==> config.mk <==
export PLATFORM = sky130hd
export DESIGN_NAME = mem_lsu
export DESIGN_NICKNAME = d
export VERILOG_FILES = /design/src/rtl/mem_lsu.sv
export SDC_FILE = /design/constraint.sdc
export NUM_CORES = 1
export LEC_CHECK = 0
export CORE_MARGIN = 10
export CORE_UTILIZATION = 46
export DETAILED_ROUTE_END_ITERATION = 16
export GPL_TIMING_DRIVEN = 0
export HOLD_SLACK_MARGIN = 0.12
export PLACE_DENSITY = 0.89
export REMOVE_ABC_BUFFERS = 1
export SLEW_MARGIN = 20
export SYNTH_ARGS = -nofsm -noshare
export SYNTH_HDL_FRONTEND = slang
export SYNTH_SLANG_ARGS = --single-unit
==> constraint.sdc <==
create_clock -name clk_100MHz -period 3.1 [get_ports clk_100MHz]
set_clock_uncertainty 0.2 [all_clocks]
set_input_delay 0.62 -clock clk_100MHz [delete_from_list [all_inputs] [get_ports clk_100MHz]]
set_output_delay 0.62 -clock clk_100MHz [all_outputs]
set_load 0.1 [all_outputs]
==> src/rtl/mem_lsu.sv <==
// RV32I load/store unit feeding a word-only data RAM. Loads are extracted
// combinationally; SB/SH are done as a read cycle (stalled) then a merge write.
module mem_lsu #(
  parameter int ADDR_W = 32,
  parameter int DATA_W = 32
) (
  input  logic              clk_100MHz,
  input  logic              arst_n,
  input  logic              req_valid_i,
  input  logic              req_store_i,
  input  logic [2:0]        req_funct3_i,
  input  logic [ADDR_W-1:0] req_addr_i,
  input  logic [DATA_W-1:0] req_wdata_i,
  output logic              ram_r_ena_o,
  output logic [ADDR_W-1:0] ram_r_addr_o,
  input  logic [DATA_W-1:0] ram_r_data_i,
  output logic              ram_w_ena_o,
  output logic [ADDR_W-1:0] ram_w_addr_o,
  output logic [DATA_W-1:0] ram_w_data_o,
  output logic [DATA_W-1:0] load_data_o,
  output logic              stall_o,
  output logic              misalign_o
);

  typedef enum logic [0:0] {S_IDLE = 1'b0, S_MERGE = 1'b1} state_t;

  state_t            r_state;
  logic [DATA_W-1:0] r_merge;
  logic [ADDR_W-1:0] r_addr;
  logic [ADDR_W-1:0] r_hold_addr;
  logic [DATA_W-1:0] r_hold_data;

  logic              w_is_b;
  logic              w_is_h;
  logic              w_is_w;
  logic              w_legal;
  logic              w_misalign;
  logic [7:0]        w_byte;
  logic [15:0]       w_half;
  logic [DATA_W-1:0] w_load;
  logic [DATA_W-1:0] w_lane_mask;
  logic [4:0]        w_shift;
  logic [DATA_W-1:0] w_merge;

  assign w_is_b     = (req_funct3_i == 3'b000) | (req_funct3_i == 3'b100);
  assign w_is_h     = (req_funct3_i == 3'b001) | (req_funct3_i == 3'b101);
  assign w_is_w     = (req_funct3_i == 3'b010);
  assign w_legal    = req_valid_i & (w_is_b | w_is_h | w_is_w);
  assign w_misalign = req_valid_i & ((w_is_w & (req_addr_i[1:0] != 2'b00)) |
                                     (w_is_h & req_addr_i[0]));

  // Lane extraction and sign/zero extension of the RAM word for loads
  always_comb begin
    case (req_addr_i[1:0])
      2'd0:    w_byte = ram_r_data_i[7:0];
      2'd1:    w_byte = ram_r_data_i[15:8];
      2'd2:    w_byte = ram_r_data_i[23:16];
      2'd3:    w_byte = ram_r_data_i[31:24];
      default: w_byte = 8'h00;
    endcase
    w_half = req_addr_i[1] ? ram_r_data_i[31:16] : ram_r_data_i[15:0];
    case (req_funct3_i)
      3'b000:  w_load = {{(DATA_W-8){w_byte[7]}}, w_byte};
      3'b100:  w_load = {{(DATA_W-8){1'b0}}, w_byte};
      3'b001:  w_load = {{(DATA_W-16){w_half[15]}}, w_half};
      3'b101:  w_load = {{(DATA_W-16){1'b0}}, w_half};
      3'b010:  w_load = ram_r_data_i;
      default: w_load = {DATA_W{1'b0}};
    endcase
  end

  // Read-modify-write merge: replace the addressed byte/half of the read word
  always_comb begin
    if (w_is_b) begin
      w_lane_mask = {{(DATA_W-8){1'b0}}, 8'hFF};
      w_shift     = {req_addr_i[1:0], 3'b000};
    end else begin
      w_lane_mask = {{(DATA_W-16){1'b0}}, 16'hFFFF};
      w_shift     = {req_addr_i[1], 4'b0000};
    end
    w_merge = (ram_r_data_i & ~(w_lane_mask << w_shift)) |
              ((req_wdata_i & w_lane_mask) << w_shift);
  end

  // Output decode; idle write port replays the last committed write for the RAM bypass
  always_comb begin
    ram_r_ena_o  = 1'b0;
    ram_r_addr_o = {ADDR_W{1'b0}};
    ram_w_ena_o  = 1'b0;
    ram_w_addr_o = r_hold_addr;
    ram_w_data_o = r_hold_data;
    load_data_o  = {DATA_W{1'b0}};
    stall_o      = 1'b0;
    misalign_o   = 1'b0;
    if (!arst_n) begin
      ram_w_addr_o = {ADDR_W{1'b0}};
      ram_w_data_o = {DATA_W{1'b0}};
    end else if (r_state == S_MERGE) begin
      ram_w_ena_o  = 1'b1;
      ram_w_addr_o = r_addr;
      ram_w_data_o = r_merge;
    end else if (w_misalign) begin
      misalign_o = 1'b1;
    end else if (w_legal) begin
      if (!req_store_i) begin
        ram_r_ena_o  = 1'b1;
        ram_r_addr_o = req_addr_i;
        load_data_o  = w_load;
      end else if (w_is_w) begin
        ram_w_ena_o  = 1'b1;
        ram_w_addr_o = req_addr_i;
        ram_w_data_o = req_wdata_i;
      end else begin
        ram_r_ena_o  = 1'b1;
        ram_r_addr_o = req_addr_i;
        stall_o      = 1'b1;
      end
    end else begin
      // no request or reserved funct3: defaults stand
      misalign_o = 1'b0;
    end
  end

  // State, merge capture and write-port hold registers
  always_ff @(posedge clk_100MHz) begin
    if (!arst_n) begin
      r_state     <= S_IDLE;
      r_merge     <= {DATA_W{1'b0}};
      r_addr      <= {ADDR_W{1'b0}};
      r_hold_addr <= {ADDR_W{1'b0}};
      r_hold_data <= {DATA_W{1'b0}};
    end else begin
      if (ram_w_ena_o) begin
        r_hold_addr <= ram_w_addr_o;
        r_hold_data <= ram_w_data_o;
      end
      case (r_state)
        S_IDLE: begin
          if (stall_o) begin
            r_merge <= w_merge;
            r_addr  <= {req_addr_i[ADDR_W-1:2], 2'b00};
            r_state <= S_MERGE;
          end
        end
        S_MERGE: r_state <= S_IDLE;
        default: r_state <= S_IDLE;
      endcase
    end
  end

endmodule
==> summary.txt <==
Worst setup path
  • Max FO, Critical Path: 7
  • CP Launch Type: primary input
  • Worst Path Required: about 2.3 ns
  • Critical setup path kind: primary input to output port
  • Critical Path End Type: output port
  • Worst reg2reg startpoint: r_state
  • Start point of the critical path: req_funct3_i[0]
  • Worst setup path end: ram_w_data_o[27]
  • R2R depth: 7
  • R2r setup slk: between 0.8 and 0.9 ns
  • Worst Path Arrival: ~2.3 ns
  • Reg2reg end: r_merge[0]

Yosys
  • Mean post-synth cell area: between 8 and 9 µm²
  • Post-synth EDFFs: 0
  • Post-synth cell types: 43
  • Post-Syn Instances: roughly 820
  • Area share of the largest cell type after synthesis: 0.3859
  • Sequential element share of the synthesized area: 0.3859
  • Async SR Flop Fraction: 0
  • Post-Syn Area: between 6000 and 7000 µm²
  • Area leader, netlist: dfxtp_1
  • Synthesized flop and latch total: between 100 and 150
  • Main synth FF type: dfxtp_1
  • Synth area leaders: dfxtp_1 (39%), a21oi_1 (14%), mux2i_1 (12%), o21ai_0 (6.6%), nand2_1 (5.4%)
  • Total number of yosys warnings: 0

Layout
  • Nets: approximately 1100
  • Post-route cell area: approximately 11000 µm²
  • Area Growth Syn to Fin: 62.01%
  • Finished Core Util: 0.7659
  • Share of cells above drive strength 1: 0.2754

STA
  • Tcrit/Tclk final: 1.019
  • Worst Max-Slew Pin Slew: a little over 0.7 ns
  • Max-Slew Margin vs Limit: 0.5181
  • RSZ-0062 raised after global routing: yes
  • Fin. Hold Viols: 0
  • Minimum clock period: roughly 3.2 ns
  • Max Clk Rate: 0.3166 GHz
  • Worst hold slack: 0.2575 ns
  • Setup-failing EPs final: 26
  • Final WS setup: -0.05851 ns
  • Final max-slew violation count: 0

Routing
  • Initial DRC count: between 700 and 800
  • Final antenna-violating net count: 0
  • DR DRC count: 0
  • Routed wire length: roughly 28 mm
  • Vias: 7518
  • Drt pass-1 iters: 5
  • Vias per cell: between 6 and 7
  • Wire length per cell: roughly 22 µm

Outcome
  • Outcome: finished, violations left
  • Violated checks: negative setup slack

CTS
  • CTS H-tree depth: 4
  • CTS sink count: approximately 130
  • TritonCTS buffer count: 17
  • CTS max path bufs: 2
  • Reg clk slew, reported paths: 0.06 ns
  • Skew-Pair Late Insertion Delay: ~0.42 ns
  • Root Driver: clkbuf_16
  • CTS tree: built

Floorplanning
  • Chip Width: between 100 and 150 µm
  • Initial Util: 0.4727
  • Cell Rows: 43
  • Core area: 13930 µm²
  • Die Y: 139.7 µm
  • Die area: around 20000 µm²
  • Num ports: around 240

Placement
  • Placer Congestion: 0.9089
  • Area of placed instances: ~9000 µm²
  • Pre-CTS WS: -2.451 ns
  • Hpwl dp: 16.09 mm
  • Port bufs: 234

Pwr
  • Worst IR Drop VDD: 0.3296 mV
  • Cell Pwr Density: approximately 450 nW/µm²
  • LEAKAGE: between 0.004 and 0.005 µW

Global route
  • All-layer global routing usage: 0.2333
  • Antenna violations before repair: 2
  • Vias in the first global route: about 6900
  • Largest net degree at the start of global routing: between 80 and 90
  • First-pass GRT wire length: roughly 37 mm
  • Grt total ovfl: 0

Job
  • Max-cap violations: 0

Hold path
  • Hold depth: 2
  • Hold Path Class: flop to flop
## metal layers
layer	track usage	vias to the layer above	part of all wire
li1	-	3398	-
met1	0.2663	3503	0.37
met2	0.3854	541	0.48
met3	0.09561	76	0.12
met4	0.08043	0	0.025
met5	0	-	0
## cell families (layout without fill, tap and decap cells)
| group | count (synthesis) | after routing | share of synthesized area |
|---|---|---|---|
| AO/OA/AOI/OAI | 356 | 358 | 0.3029 |
| flip-flops | 127 | 127 | 0.3859 |
| other | 0 | 2 | 0 |
| AND/OR/NAND/NOR | 168 | 169 | 0.1231 |
| multiplexers | 86 | 86 | 0.1318 |
| buffers and inverters | 79 | 313 | 0.05622 |
## final cells by class
type | instances | area (µm²)
Sequential cell | 127 | 2544
Fill cell | 852 | 3262
Antenna cell | 2 | 5.005
Tap cell | 180 | 225.2
Clock buffer | 19 | 442.9
Timing Repair Buffer | 276 | 3173
Multi-Input combinational cell | 613 | 4060
Clock inverter | 13 | 165.2
Inverter | 5 | 57.56
## worst max-delay path: stages
cell and delay [ns]:
buf_12 0.11, nor3b_4 0.21, nand4_1 0.14, buf_6 0.19, buf_12 0.15, buf_12 0.14
buf_12 0.14, mux2i_1 0.15, a21oi_1 0.22, buf_6 0.26
## synthesized netlist by cell type, types with 3 or more instances
| cell type | instances |
|---|---|
| buf_2 | 14 |
| and2_1 | 33 |
| mux2i_1 | 80 |
| nor2b_1 | 5 |
| inv_1 | 3 |
| a21boi_0 | 32 |
| a221oi_1 | 8 |
| a21oi_1 | 189 |
| clkbuf_2 | 3 |
| buf_6 | 5 |
| a31oi_1 | 9 |
| clkbuf_1 | 45 |
| buf_1 | 3 |
| a22o_1 | 8 |
| a22oi_1 | 13 |
| buf_4 | 4 |
| mux2_2 | 6 |
| nand2_1 | 94 |
| dfxtp_1 | 127 |
| and3_1 | 5 |
| nor2_1 | 14 |
| o21ai_0 | 87 |
## per-stage QoR
| step | setup TNS [ns] | cells | total power [µW] |
|---|---|---|---|
| after CTS | -0.03150 | 1213 | 4698 |
| after floorplan | -484.59 | 742 | 2284 |
| final | -0.6580 | 1235 | 4789 |
| after global routing | -1.896 | 1235 | 4919 |
| after detailed placement | -333.45 | 1168 | 2632 |
| after global placement | -1313.34 | 1156 | 2626 |
## sequential cells by signal, indices dropped and copies added, names as in the netlist
signal,flops
r_hold_addr,32
r_addr,30
r_state,1
r_hold_data,32
r_merge,32
## cells in the final DEF, fill, tap and decap left out, drive strengths merged, types with 4 or more instances in the layout
master and n:
and2 33, mux2i 80, a21boi 32, dfxtp 127, clkbuf 36, buf 160, mux2 6, nor2 15
a21oi 191, a22oi 13, nor2b 5, a31oi 9, o21ai 88, clkinv 8, and3 5, clkinvlp 4
a221oi 8, clkdlybuf4s15 4, nand2 94, clkdlybuf4s50 91, a22o 8
## worst min-delay path by stage
stage | startpoint | to | slack [ns]
final | r_addr[5] | r_addr[5] | 0.26
after global routing | r_addr[24] | r_addr[24] | 0.28
after CTS | r_addr[18] | r_addr[18] | 0.26
after detailed placement | r_addr[22] | r_addr[22] | 0.25
after global placement | r_addr[3] | r_addr[3] | 0.25
after floorplan | r_addr[10] | r_addr[10] | 0.24
## power breakdown
part,leakage (µW),internal (µW),switching (µW)
Sequential,0.00103,1680,19.9
Combinational,0.00319,362,682
Clock,0.000285,1290,755
Total,0.00451,3330,1460
## what timing repair did
action / CTS / global route
resized for setup: 903 / 159
cloned: 3 / 6
pin swaps: 12 / 17
setup buffers: 10 / 14
endpoints found under the setup margin: 210 / 128
hold buffers: 0 / 0
Note: power is estimated with default switching activity, not from simulation.
